File: src/rtl/uart_pkg.sv
// Shared UART definitions: state encoding, data width and default baud divisor,
// so the transmitter and receiver agree on framing and timing.
package uart_pkg;
  localparam int DATA_BITS         = 8;
  localparam int UART_CLKS_PER_BIT = 501;

  typedef enum logic [1:0] {
    IDLE  = 2'd0,
    START = 2'd1,
    DATA  = 2'd2,
    STOP  = 2'd3
  } uart_state_e;

  function automatic logic maj3(input logic a, input logic b, input logic c);
    return (a & b) | (a & c) | (b & c);
  endfunction
endpackage

File: src/rtl/uart_rx_core_if.sv
// Byte-side handshake of the UART receiver: held byte with valid/ack plus
// status pulses. master = receiver, slave = byte consumer.
interface uart_rx_core_if;
  import uart_pkg::*;
  logic [DATA_BITS-1:0] rx_data;
  logic                 rx_valid;
  logic                 rx_ack;
  logic                 frame_err;
  logic                 overrun_err;
  logic                 busy;

  modport master (output rx_data, rx_valid, frame_err, overrun_err, busy,
                  input  rx_ack);
  modport slave  (input  rx_data, rx_valid, frame_err, overrun_err, busy,
                  output rx_ack);
endinterface

File: src/rtl/uart_rx_sync.sv
// Two-flop synchroniser for the async rxd pin plus falling-edge detect.
// All flops reset to the idle line level (1).
module uart_rx_sync (
  input  logic clk,
  input  logic rst,
  input  logic rxd,
  output logic rxd_s,
  output logic fall
);
  logic meta_q, meta_d;
  logic sync_q, sync_d;
  logic prev_q, prev_d;

  always_comb begin
    meta_d = rxd;
    sync_d = meta_q;
    prev_d = sync_q;
  end

  always_ff @(posedge clk) begin
    if (rst) begin
      meta_q <= 1'b1;
      sync_q <= 1'b1;
      prev_q <= 1'b1;
    end else begin
      meta_q <= meta_d;
      sync_q <= sync_d;
      prev_q <= prev_d;
    end
  end

  assign rxd_s = sync_q;
  assign fall  = prev_q & ~sync_q;
endmodule

File: src/rtl/uart_rx_core.sv
// 8N1 UART receiver: mid-bit sampling, stop-bit check, one-entry holding register.
// Define UART_RX_MAJORITY_EN for 2-of-3 majority voting at every sample point.
module uart_rx_core
  import uart_pkg::*;
#(
  parameter int CLKS_PER_BIT = UART_CLKS_PER_BIT
) (
  input  logic           clk,
  input  logic           rst,
  input  logic           rxd,
  uart_rx_core_if.master rx
);
  localparam int HALF_BIT = CLKS_PER_BIT / 2;
  localparam int CNT_W    = $clog2(CLKS_PER_BIT);
  localparam logic [CNT_W-1:0] HALF_LAST = CNT_W'(HALF_BIT - 1);
  localparam logic [CNT_W-1:0] BIT_LAST  = CNT_W'(CLKS_PER_BIT - 1);

  logic rxd_s, fall;

  uart_rx_sync u_sync (
    .clk   (clk),
    .rst   (rst),
    .rxd   (rxd),
    .rxd_s (rxd_s),
    .fall  (fall)
  );

  uart_state_e          state_q, state_d;
  logic [CNT_W-1:0]     cnt_q, cnt_d;
  logic [2:0]           idx_q, idx_d;
  logic [DATA_BITS-1:0] shift_q, shift_d;
  logic [DATA_BITS-1:0] data_q, data_d;
  logic                 valid_q, valid_d;
  logic                 ferr_q, ferr_d;
  logic                 oerr_q, oerr_d;
  logic                 bit_val;
  logic [CNT_W-1:0]     n_last;

  // Start bit is sampled half a bit in; data/stop a full bit after the previous sample.
  assign n_last = (state_q == START) ? HALF_LAST : BIT_LAST;

`ifdef UART_RX_MAJORITY_EN
  logic [1:0] smp_q, smp_d;

  always_comb begin
    smp_d = smp_q;
    if (cnt_q == n_last - CNT_W'(2)) smp_d[0] = rxd_s;
    if (cnt_q == n_last - CNT_W'(1)) smp_d[1] = rxd_s;
  end

  always_ff @(posedge clk) begin
    if (rst) smp_q <= 2'b11;
    else     smp_q <= smp_d;
  end

  assign bit_val = maj3(smp_q[0], smp_q[1], rxd_s);
`else
  assign bit_val = rxd_s;
`endif

  always_comb begin
    state_d = state_q;
    cnt_d   = cnt_q + 1'b1;
    idx_d   = idx_q;
    shift_d = shift_q;
    data_d  = data_q;
    valid_d = valid_q;
    ferr_d  = 1'b0;
    oerr_d  = 1'b0;

    if (rx.rx_ack && valid_q) valid_d = 1'b0;

    case (state_q)
      IDLE: begin
        cnt_d = '0;
        if (fall) state_d = START;
      end
      START: begin
        if (cnt_q == n_last) begin
          cnt_d   = '0;
          idx_d   = '0;
          state_d = bit_val ? IDLE : DATA;
        end
      end
      DATA: begin
        if (cnt_q == n_last) begin
          cnt_d   = '0;
          shift_d = {bit_val, shift_q[DATA_BITS-1:1]};
          if (idx_q == 3'd7) state_d = STOP;
          else               idx_d   = idx_q + 3'd1;
        end
      end
      STOP: begin
        if (cnt_q == n_last) begin
          cnt_d   = '0;
          state_d = IDLE;
          if (!bit_val)     ferr_d = 1'b1;
          else if (valid_q) oerr_d = 1'b1;
          else begin
            data_d  = shift_q;
            valid_d = 1'b1;
          end
        end
      end
      default: begin
        cnt_d   = '0;
        state_d = IDLE;
      end
    endcase
  end

  always_ff @(posedge clk) begin
    if (rst) begin
      state_q <= IDLE;
      cnt_q   <= '0;
      idx_q   <= '0;
      shift_q <= '0;
      data_q  <= '0;
      valid_q <= 1'b0;
      ferr_q  <= 1'b0;
      oerr_q  <= 1'b0;
    end else begin
      state_q <= state_d;
      cnt_q   <= cnt_d;
      idx_q   <= idx_d;
      shift_q <= shift_d;
      data_q  <= data_d;
      valid_q <= valid_d;
      ferr_q  <= ferr_d;
      oerr_q  <= oerr_d;
    end
  end

  assign rx.rx_data     = data_q;
  assign rx.rx_valid    = valid_q;
  assign rx.frame_err   = ferr_q;
  assign rx.overrun_err = oerr_q;
  assign rx.busy        = (state_q != IDLE);
endmodule
File: src/flat_wrapper.sv
// flat-port wrapper written by rule: the top's interface ports become plain ports
module uart_rx_core_flat import uart_pkg::*;
#(
  parameter int CLKS_PER_BIT = UART_CLKS_PER_BIT
)
  (clk, rst, rxd, rx_rx_data, rx_rx_valid, rx_frame_err, rx_overrun_err, rx_busy, rx_rx_ack);
  uart_rx_core_if rx_i ();
  input  logic clk;
  input  logic rst;
  input  logic rxd;
  output wire logic [$bits(rx_i.rx_data)-1:0] rx_rx_data;
  output wire logic [$bits(rx_i.rx_valid)-1:0] rx_rx_valid;
  output wire logic [$bits(rx_i.frame_err)-1:0] rx_frame_err;
  output wire logic [$bits(rx_i.overrun_err)-1:0] rx_overrun_err;
  output wire logic [$bits(rx_i.busy)-1:0] rx_busy;
  input wire logic [$bits(rx_i.rx_ack)-1:0] rx_rx_ack;
  assign rx_rx_data = rx_i.rx_data;
  assign rx_rx_valid = rx_i.rx_valid;
  assign rx_frame_err = rx_i.frame_err;
  assign rx_overrun_err = rx_i.overrun_err;
  assign rx_busy = rx_i.busy;
  assign rx_i.rx_ack = rx_rx_ack;
  uart_rx_core #(.CLKS_PER_BIT(CLKS_PER_BIT)) u_core (.clk(clk), .rst(rst), .rxd(rxd), .rx(rx_i));
endmodule
File: config.mk
export PLATFORM = sky130hd
export DESIGN_NAME = uart_rx_core_flat
export DESIGN_NICKNAME = d
export VERILOG_FILES = /design/src/rtl/uart_pkg.sv /design/src/rtl/uart_rx_core_if.sv /design/src/rtl/uart_rx_sync.sv /design/src/rtl/uart_rx_core.sv /design/src/flat_wrapper.sv
export SDC_FILE = /design/constraint.sdc
export NUM_CORES = 1
export LEC_CHECK = 0
export CAP_MARGIN = 20
export CORE_ASPECT_RATIO = 2
export CORE_UTILIZATION = 55
export CTS_CLUSTER_SIZE = 16
export DETAILED_ROUTE_END_ITERATION = 6
export PLACE_DENSITY_LB_ADDON = 0.08
export RECOVER_POWER = 25
export SETUP_SLACK_MARGIN = 0.5
export SYNTH_ARGS = -nofsm -noshare
export SYNTH_HDL_FRONTEND = slang
export SYNTH_SLANG_ARGS = --single-unit
File: constraint.sdc
create_clock -name clk -period 2 [get_ports clk]
set_input_delay 0.2 -clock clk [delete_from_list [all_inputs] [get_ports clk]]
set_output_delay 0.2 -clock clk [all_outputs]
set_load 0.02 [all_outputs]
==> results summary, run 1 <==
The total global routing track utilization came out at 22.9%. The met3 layer wire length in the routed design is 90 um. The highest fanout seen on the critical path came out at 5. Setup repair after global routing could not meet its margin everywhere.

The net count of the mapped netlist came out at about 160. The wire length per cell after detailed routing came out at approximately 15 um. The required time at the worst-slack endpoint came out at between 2000 and 2500 ps. The die covers 3140 um^2. The sum of internal, switching and leakage power came out at about 1.4 mW. The switching power came out at 274 uW.

The synthesized design contains 36 register bits. The number of warning messages in the yosys log is 0. The number of remaining DRC errors came out at 0.

The H-tree generated during clock tree synthesis spans 2 levels. Registers are responsible for a little over half of the overall power. The ratio of cells with drive above 1 in the final layout is around a fifth. The clock network fraction of design power came out at between 40 and 50%.

The maximum operating frequency is 610 MHz. The final number of max-transition violations came out at 0. The number of nets in the final layout is roughly 180.

STA classifies the critical path endpoint as a register. For the pin with the worst max-slew slack, the measured transition is 576 ps. In this run, the number of DRC markers left after iteration 0 of detailed routing was 26.

STA puts the critical path data arrival time at between 1500 and 2000 ps. The leakage power came out at roughly 0.77 nW. The combinational group share of total power came out at under 10%.

The clock sink count is 36. The startpoint identified for the worst hold timing path is rst. The number of buffers created by CTS is 5. The run finished with clean final reports. The path with the worst hold slack has its endpoint at u_core.rx.rx_valid. TritonCTS built the clock tree. The worst path uses 81.9% of the clock period. The type of element launching the critical path is a register. The worst hold path belongs to the class primary input to register. For flop-to-flop paths, the worst setup slack is ~360 ps.

Synthesis instantiated 38 different standard cells from the library. Port buffering added 15 buffers. The max-capacitance violation count is 0. The number of global-route vias before repair is 1160.

By count the netlist is led by sky130_fd_sc_hd__dfxtp_1 (36), sky130_fd_sc_hd__nand2b_1 (22), sky130_fd_sc_hd__mux2i_1 (16), sky130_fd_sc_hd__nor3_1 (11), sky130_fd_sc_hd__nor2_1 (7). The core box area came out at ~2800 um^2. The number of enable-type register cells in the synthesized netlist came out at 0.

The total detailed-routing wirelength came out at roughly 3100 um. The fraction of power spent switching nets is 19.8%. In the synthesized netlist, the number of instances is ~160. The area growth from synthesis to layout is 21.3%. The maximum clock path buffer count is 2.

The time the final worst path needs with I/O delays and setup is around 1600 ps. The power per cell area came out at approximately 700 nW/um^2. The share of Yosys cell area claimed by the top area cell type came out at a little under half. Yosys attributes the largest share of cell area to sky130_fd_sc_hd__dfxtp_1 (45%), sky130_fd_sc_hd__mux2i_1 (10%), sky130_fd_sc_hd__nand2b_1 (8.6%). At the end of the flow the core is filled with cells to a little over two thirds. Clock-pin slew was measured on the worst setup and hold paths at roughly 70 ps. The relative max-transition margin is between 60 and 70%. The cell sitting at the root of the clock tree is a sky130_fd_sc_hd__clkbuf_8. The floorplan has 27 rows. The source-to-sink clock delay at the later pin of the worst-skew pair is 290 ps.

Across the routed clock network, the largest skew measured is around 4.5 ps. The number of detailed-routing iterations run before antenna repair is 4. The detailed-routed wire length on met2 is between 1500 and 2000 um. The setup violation total in the final timing report is 0. The number of antenna violations at the first check in global routing came to 0.

The most used standard cell by instance count after synthesis is sky130_fd_sc_hd__dfxtp_1. The placed wire-length estimate after detailed placement came out at ~2200 um. The critical path is of the register to register type. The detail route stage leaves a number of antenna-violating nets equal to 0. The total area of multi-input combinational cells is about 840 um^2.

The initial standard-cell utilization of the core is around 58%. For the final routed database, the setup TNS stands at 0 ps. The largest area contributor in the synthesized netlist is sky130_fd_sc_hd__dfxtp_1.

The post-synthesis instance area came out at ~1600 um^2. The final RePlAce weighted congestion came out at ~0.85. The number of fill cells is 221. The total count of hold-check failures in the final report is 0. The total area of sequential cells is 731 um^2. The detailed router used layers up to and including met4. The fraction of synthesis flops using an asynchronous set or reset pin came out at 0%. The total grt overflow is 0. The cell-internal power came out at 1.11 mW. The post-synthesis sequential area ratio is between 40% and 50%. 0 antenna diodes ended up in the layout. Entering global routing, the biggest net connects 17 pins. For the worst flop-to-flop path, the logic depth is 5. The mean instance size in the synthesized netlist came out at slightly above 10 um^2. The post-route met1 wirelength is around 1000 um. The hold-critical path depth came out at 2. The vias after detailed routing is between 1000 and 1500. The die is ~40 um wide. The number of vias per cell after detailed routing is 5.57. The worst-case IR drop observed on VDD is ~0.00069 V. The global-route wire length before repair came out at a little under 5000 um. The predominant post-synthesis flop cell is sky130_fd_sc_hd__dfxtp_1. The top-level I/O count is 16. The vertical die dimension came out at around 80 um.
==> power by group through the flow <==
stage | sequential, mW | combinational [mW] | clock [mW]
2_1_floorplan | 0.741 | 0.0268 | 0
3_3_place_gp | 0.743 | 0.0385 | 0
3_5_place_dp | 0.742 | 0.0396 | 0
4_1_cts | 0.727 | 0.0390 | 0.632
5_1_grt | 0.725 | 0.0431 | 0.660
6_report | 0.725 | 0.0393 | 0.618
==> placed cells by master, fill, tap and decap left out, types with 2 or more instances in the layout <==
| cell type | synthesis | final |
|---|---|---|
| sky130_fd_sc_hd__nor2_1 | 7 | 6 |
| sky130_fd_sc_hd__o22ai_1 | 3 | 3 |
| sky130_fd_sc_hd__dfxtp_4 | 0 | 2 |
| sky130_fd_sc_hd__nor3_2 | 3 | 3 |
| sky130_fd_sc_hd__dfxtp_2 | 0 | 2 |
| sky130_fd_sc_hd__dfxtp_1 | 36 | 32 |
| sky130_fd_sc_hd__clkbuf_1 | 3 | 5 |
| sky130_fd_sc_hd__nand2_1 | 4 | 4 |
| sky130_fd_sc_hd__or2_2 | 3 | 3 |
| sky130_fd_sc_hd__mux2i_1 | 16 | 16 |
| sky130_fd_sc_hd__ha_1 | 3 | 3 |
| sky130_fd_sc_hd__inv_1 | 5 | 5 |
| sky130_fd_sc_hd__clkdlybuf4s50_1 | 0 | 12 |
| sky130_fd_sc_hd__nand3_1 | 6 | 6 |
| sky130_fd_sc_hd__buf_4 | 2 | 5 |
| sky130_fd_sc_hd__xnor2_1 | 5 | 5 |
| sky130_fd_sc_hd__nor3_1 | 11 | 11 |
| sky130_fd_sc_hd__o211ai_1 | 3 | 3 |
| sky130_fd_sc_hd__xor2_1 | 2 | 2 |
| sky130_fd_sc_hd__nand2b_1 | 22 | 22 |
| sky130_fd_sc_hd__clkbuf_8 | 0 | 5 |
==> worst max-delay path, cell delays in order (launching register included) <==
cell	delay (ps)
sky130_fd_sc_hd__dfxtp_1	310
sky130_fd_sc_hd__nand2b_4	160
sky130_fd_sc_hd__nor4_4	240
sky130_fd_sc_hd__clkbuf_1	340
sky130_fd_sc_hd__o211ai_1	150
sky130_fd_sc_hd__mux2_1	320
==> worst max path at each step <==
| stage | endpoint | slack, ps | cells after the start |
|---|---|---|---|
| finish | register | 360 | 5 |
| global route | register | 280 | 5 |
| CTS | rx_rx_valid | 510 | 1 |
| detailed placement | u_core.rx.rx_data[1] | 170 | 4 |
| global placement | u_core.rx.rx_data[5] | 280 | 4 |
| floorplan | register | 490 | 5 |
==> layout make-up <==
type | instances | area share [%]
clock buffer | 6 | 3.74
inverter | 5 | 0.968
tap | 29 | 1.87
sequential | 36 | 37.7
clock inverter | 2 | 1.81
multi-input combinational | 106 | 43.4
timing repair buffer | 23 | 10.5
==> logic make-up (layout without fill, tap and decap cells) <==
kind of cell    Yosys count  count (layout)  synth area share, %
simple gates             65              65                 25.1
flops                    36              36                 45.1
mux                      17              17                 10.7
compound gates           14              14                 8.07
buf+inv                  14              36                 4.78
xor+xnor                  7               7                 3.84
fa+ha+maj                 3               3                 2.35
==> sequential cells by signal (all words and copies together) (netlist names), 3 cells and up, named ones only <==
name               cells
u_core.cnt_q           9
u_core.idx_q           3
u_core.shift_q         8
u_core.rx.rx_data      8
==> through the flow <==
stage | instances | cell area (um^2) | worst slack (ps) | hold WS, ps
finish | 207 | 1940 | 361 | 398
global route | 207 | 1940 | 283 | 442
detailed placement | 194 | 1750 | 174 | 405
global placement | 194 | 1750 | 278 | 394
floorplan | 156 | 1600 | 487 | 304
CTS | 205 | 1920 | 509 | 421
==> layer usage <==
metal / global-route usage (%) / up-vias
met5: 0 / -
met2: 42.9 / 21
li1: - / 577
met3: 6.78 / 9
met4: 12.1 / 0
met1: 18.4 / 547
==> repair_timing <==
item                       in CTS  in global routing
pin swaps                       2                  3
resized for setup              10                  9
setup endpoints to repair      33                 15
buffers inserted                3                  2
hold buffers                    0                  0
No activity file was read; power rests on OpenSTA's default activity.
==> run 2, diff against run 1 <==
CORE_UTILIZATION = 50   (was 55)
clock period = 1.5 ns   (was 2 ns; I/O delays follow)
==> run 2 against run 1 <==
Effect of this change: worst setup slack got worse by 300 ps; highest routed layer unchanged; final cell count increased by 8.7%; routed wire length increased by 9.1%; die area increased by 9.6%.
==> results summary, run 2 (synthesis results as in run 1) <==
Setup violations remaining at the end of the flow were counted as 0. The die span in x came out at roughly 42 um. The largest stage delay on the critical path came out at between 300 and 400 ps.

The highest fanout seen on the critical path is 6. For this design the ratio of total power to cell area is between 800 and 900 nW/um^2. The routed layout has approximately 1200 vias.

The number of antenna violations at the first check in global routing is 0. The sum of internal, switching and leakage power came out at roughly 1.7 mW. The total detailed-routing wirelength is about 3400 um. The final number of max-transition violations came out at 0. The total count of hold-check failures in the final report came out at 0. The iteration-0 DRC count of the detailed router came out at 39.

The post-route core utilization is a little over two thirds. The critical path in this run is classified as register to register. The share of the clock period used by the worst path after layout is 96.0%.

The net count of the finished layout is around 200. The vertical die dimension came out at between 80 and 90 um. For this design, the slowest cell found on the critical path is sky130_fd_sc_hd__dfxtp_4.

The relative max-transition margin came out at approximately 48%. The total overflow left after global routing is 0. The type of element capturing the critical path is a register. The hold path startpoint is rxd. The setup clock skew after layout is 5.20 ps.

The antenna diode count came out at 0. The number of global-route vias before repair came to about 1300. The number of buffers inserted by hold repair at cts came out at 0.

The leakage power came out at 0.891 nW. At the end of routability-driven placement, the weighted congestion stood at around 0.86. The hold-critical path depth is 2. The flip-flop count of the largest register after layout came out at 9.

The placed wire-length estimate after detailed placement came out at about 2400 um. For this run, the top clock speed supported by timing is 695 MHz. The clock transition at the register clock pins on the worst setup and hold paths after CTS came out at 70 ps. The number of buffers added on ports is 15. For the worst flop-to-flop path, the logic depth is 4. The max-capacitance violation count is 0.

The library cell used most frequently in the layout, excluding fill and tap cells, is sky130_fd_sc_hd__dfxtp_1. For flop-to-flop paths, the worst setup slack is ~61 ps. Final hold analysis gives a worst-case slack of between 400 and 500 ps.

The start of the worst register-to-register path is u_core.cnt_q[0]. The kind of path behind the tightest hold check is primary input to register. The clock tree synthesis step divided the H-tree into 2 levels. The top-level I/O count is 16. For the worst-skew pair, the clock arrives at the later sink with an insertion delay of between 200 and 300 ps. The run finished with clean final reports.

The area of the die came out at around 3400 um^2. The sum of buffers and inverters on the critical path is 0. The critical path arrival came out at 1610 ps.

The clock net in this run drives a total of 36 sinks. Traced cell by cell, the critical path runs through nor3b_4 -> and3_4 -> o211ai_1 -> mux2_1. Among cell families on the critical path, the largest total delay comes from simple AND/OR/NAND/NOR gates. The required time at the worst-slack endpoint is around 1700 ps. More flip-flops sit in one register than any other, and that register is u_core.cnt_q. The global-route wire length before repair is 5600 um. The maximum clock path buffer count came out at 2.

The residual antenna-violating net count after detailed routing is 0. The number of detailed-routing iterations run before antenna repair is 4. TritonCTS built the clock tree. The worst setup path is launched from a register. The total global routing track utilization came out at 21.7%. The summed area of non-filler cells in the final layout came out at around 2100 um^2. Across the VDD grid, the largest voltage drop is around 0.00069 V. Cells with a size suffix above 1 make up about two fifths of the layout. The number of cell rows is 28. The core box area is 3010 um^2. Clock tree synthesis selected as its root buffer the cell sky130_fd_sc_hd__clkbuf_8. In this run the cell area measured after placement is between 1500 and 2000 um^2. Entering global routing, the biggest net connects 25 pins. The area growth from synthesis to layout came out at 31.8%. The wire length per cell after detailed routing is around 15 um. The time the final worst path needs with I/O delays and setup came out at around 1400 ps. The number of fill cells came out at approximately 250.

In the routed design, unresolved DRC markers number 0. In this run, CTS created clock tree buffers numbering 5. Setup repair after global routing could not meet its margin everywhere. The number of vias per cell after detailed routing is approximately 5.5. The slew at the pin closest to its max-slew limit came out at ~800 ps. The worst hold path terminates at u_core.u_sync.meta_q. The library cells used most frequently in the layout, excluding fill and tap cells, are sky130_fd_sc_hd__dfxtp_1 (29), sky130_fd_sc_hd__nand2b_1 (22), sky130_fd_sc_hd__mux2i_1 (16). The initial standard-cell utilization of the core came out at a little over half.
## run 2: changes by cell type in the layout (fill, tap and decap cells not counted), moves of 3 or more
cell | previous run | this run
sky130_fd_sc_hd__buf_6 | 0 | 10
sky130_fd_sc_hd__clkdlybuf4s50_1 | 12 | 2
sky130_fd_sc_hd__buf_4 | 5 | 14
sky130_fd_sc_hd__nor3_1 | 11 | 3
sky130_fd_sc_hd__nor3_2 | 3 | 11
sky130_fd_sc_hd__buf_2 | 0 | 4
sky130_fd_sc_hd__dfxtp_1 | 32 | 29
## run 2: worst max path at each step
stage	start	end	slack, ps	cells after the start
3_3_place_gp	u_core.cnt_q[3]	u_core.cnt_q[1]	-100	6
4_1_cts	register	u_core.shift_q[1]	50	5
2_1_floorplan	register	register	4	5
3_5_place_dp	u_core.cnt_q[3]	u_core.shift_q[1]	-110	5
6_report	u_core.cnt_q[0]	register	60	4
5_1_grt	u_core.cnt_q[2]	u_core.shift_q[1]	-20	4
## run 2: metrics by stage
stage          worst slack (ps)  setup TNS [ps]  cells
6_report                   60.5               0    225
5_1_grt                   -17.4           -42.0    225
4_1_cts                    48.5               0    223
3_5_place_dp               -115           -2410    209
3_3_place_gp               -101           -1810    209
2_1_floorplan              4.20               0    156
## run 2: layout make-up
class | count | area [um^2] | area share (%)
clock inverter | 2 | 10.0 | 0.475
inverter | 5 | 18.8 | 0.891
clock buffer | 6 | 82.6 | 3.92
multi-input combinational | 106 | 900 | 42.7
timing repair buffer | 40 | 320 | 15.2
sequential | 36 | 737 | 35.0
tap | 30 | 37.5 | 1.78
## run 2: timing repair
action / 4_1_cts / 5_1_grt
resized for setup: 56 / 30
hold endpoints to repair: 0 / 0
setup endpoints to repair: 47 / 35
pin swaps: 7 / 14
setup buffers: 5 / 2
gates cloned: 1 / 0
## run 2: report_power, final
part | switching [mW] | internal [mW]
registers | 0.00545 | 0.957
clock network | 0.338 | 0.366
logic | 0.0356 | 0.0365
## run 2: layer usage
layer  vias to the layer above  track usage (%)  part of all wire (%)
li1                        606                -                     -
met1                       606             18.2                    34
met2                        14             45.9                    62
met3                         5             3.96                   2.3
met4                         0             10.0                   1.7
met5                         -                0                     0
==> run 3, diff against run 2 <==
clock period = 1.3 ns   (was 1.5 ns; I/O delays follow)
==> run 3 against run 2 <==
Effect of this change: combinational power rose by 21%; clock-buffer cell count rose by 2; clock power up 14%; non-clock buffer count increased by 14; first-iteration DRC count is 46% lower; the run now ends with setup timing left; global-route usage increased by 1.2 points; critical path type unchanged; largest cell class unchanged; design area rose by 7.1%; maximum frequency is 2.3% higher.
==> results summary, run 3 (synthesis results as in run 1) <==
The critical path arrival came out at ~1600 ps. The number of buffers added on ports came out at 15. The flip-flop count of the largest register after layout is 9. The number of antenna diodes in the final layout is 0. TritonCTS built the clock tree. The die span in x is between 40 and 50 um.

The post-route netlist has between 40% and 50% of its cells at a drive strength greater than 1. Summing internal, switching and leakage power gives ~2 mW. After layout, the worst path uses 108% of the clock period.

The tree is rooted in a sky130_fd_sc_hd__clkbuf_8. The count of nets left with antenna violations once routing finished came out at 0. After detailed routing, the average wire length per cell comes to around 15 um. The total grt overflow is 0. The final number of max-transition violations came out at 0. In this run the critical register-to-register path is captured at u_core.idx_q[2].

The path class of the tightest hold or removal check is primary input to register. The source-to-sink clock delay at the later pin of the worst-skew pair came out at ~280 ps. The worst setup path is launched from a register. The relative max-transition margin is between 60% and 70%. The register with the highest flop count is u_core.cnt_q. The library cell used most frequently in the layout, excluding fill and tap cells, is sky130_fd_sc_hd__buf_4. The maximum clock path buffer count came out at 2. The region available for standard cell placement spans approximately 3000 um^2.

The global-route wire length before repair came out at 5840 um. The slack of the worst reg-to-reg path is -110 ps. After layout, the worst setup slack is -107 ps. For this run, the total global-route usage over all layers was measured as between 20% and 30%. The area growth from synthesis to layout is 41.1%. The length in cells of the worst reg-to-reg path is 5. The end point of the critical path is u_core.idx_q[2]. The number of remaining DRC errors is 0. The library cells used most frequently in the layout, excluding fill and tap cells, are sky130_fd_sc_hd__buf_4 (33), sky130_fd_sc_hd__nand2b_1 (22), sky130_fd_sc_hd__dfxtp_1 (21). The initial utilization of the core area, before any placement, comes to between 50% and 60%. The flow ran to the end, but the final reports show violations. The required time at the worst-slack endpoint is between 1000 and 1500 ps. The number of global-route vias before repair is between 1000 and 1500. CTS saw 36 sinks. The number of cell rows came out at 28. The critical path in this run is classified as register to register. The slew at the pin closest to its max-slew limit came out at ~470 ps. Of all nets on the critical path, the largest fanout is 6. For this run, the top clock speed supported by timing is slightly above 700 MHz. The total detailed-routing wirelength came out at 3580 um.

The placed wire-length estimate after detailed placement came out at 2570 um. The worst slack on hold paths is ~400 ps. The total count of hold-check failures in the final report is 0. The checks that failed: setup timing. The clock transition at the register clock pins on the worst setup and hold paths after CTS is ~70 ps.

Setup violations remaining at the end of the flow were counted as 30. The number of detailed-routing iterations run before antenna repair is 4. The vertical die dimension came out at 81.9 um. STA classifies the critical path endpoint as a register. The die covers 3440 um^2. Setup repair after global routing could not meet its margin everywhere. The congestion estimate from routability-driven global placement came to approximately 0.83. The number of nets in the final layout came out at 215.

The number of buffers created by CTS is 5. The H-tree was split into 2 levels. For this design the static power due to leakage is 0.992 nW. The top-level I/O count came out at 16.

The power per cell area is 889 nW/um^2. The number of vias per cell after detailed routing is about 5.4. The number of antenna violations at the first check in global routing came out at 0.

The maximum number of pins on one net before global-route repair is 17. The detailed router placed between 1000 and 1500 vias in this run. The smallest clock period supported by the final layout is computed as between 1000 and 1500 ps. Across the VDD grid, the largest voltage drop is around 0.0008 V.

The iteration-0 DRC count of the detailed router came out at 21. The clock arrives with roughly 2.2 ps of skew. The max-capacitance violation count is 0.
run 3: cell types whose count changed in the layout (fill, tap and decap cells not counted), moves of 2 or more:
cell and delta:
sky130_fd_sc_hd__dfxtp_2 +8, sky130_fd_sc_hd__buf_4 +19, sky130_fd_sc_hd__buf_6 +6, sky130_fd_sc_hd__clkinv_2 -2, sky130_fd_sc_hd__dfxtp_1 -8, sky130_fd_sc_hd__buf_2 -4, sky130_fd_sc_hd__clkbuf_1 -4
run 3: critical path, cell delays in order (launching register included):
cell	delay [ps]
sky130_fd_sc_hd__dfxtp_2	340
sky130_fd_sc_hd__nand2b_4	160
sky130_fd_sc_hd__and3_4	200
sky130_fd_sc_hd__buf_4	140
sky130_fd_sc_hd__o211ai_1	300
sky130_fd_sc_hd__o22ai_1	140
run 3: what timing repair did:
item	4_1_cts	5_1_grt
resized for setup	95	12
setup buffers	3	4
pin swaps	7	4
setup endpoints to repair	48	47
hold buffers	0	0
run 3: stage by stage:
step	util, %	cell area (um^2)	std cells	setup WS, ps	setup TNS [ps]
after global routing	74.8	2250	239	-189	-4070
final	74.8	2250	239	-107	-1780
after global placement	67.2	2030	224	-142	-2620
after CTS	73.5	2210	235	-123	-1880
after detailed placement	67.2	2030	224	-160	-3200
after floorplan	-	1650	156	-196	-4230
run 3: cell type report:
cell class,instances,area (um^2)
sequential,36,747
timing repair buffer,54,480
multi-input combinational,106,881
inverter,5,18.8
fill,209,758
clock buffer,8,90.1
tap,30,37.5
run 3: worst min-delay path by stage:
stage,start,endpoint,depth (start not counted)
2_1_floorplan,rxd,u_core.u_sync.meta_q,1
3_3_place_gp,u_core.u_sync.meta_q,u_core.u_sync.rxd_s,1
3_5_place_dp,u_core.u_sync.meta_q,u_core.u_sync.rxd_s,1
4_1_cts,rst,u_core.u_sync.prev_q,3
5_1_grt,rxd,u_core.u_sync.meta_q,2
6_report,rxd,u_core.u_sync.meta_q,2
run 3: report_power, final:
part	switching [mW]	internal, mW	total (mW)
Sequential	0.00814	1.10	1.11
Clock	0.372	0.432	0.804
Combinational	0.0395	0.0479	0.0874
run 3: layer usage:
layer | wire length [um] | part of all wire [%] | track usage, % | up-vias
met5 | 0 | 0 | 0 | -
li1 | - | - | - | 634
met2 | 2110 | 59 | 45.9 | 24
met1 | 1230 | 34 | 18.3 | 607
met4 | 164 | 4.6 | 15.2 | 0
met3 | 74 | 2.1 | 5.93 | 14
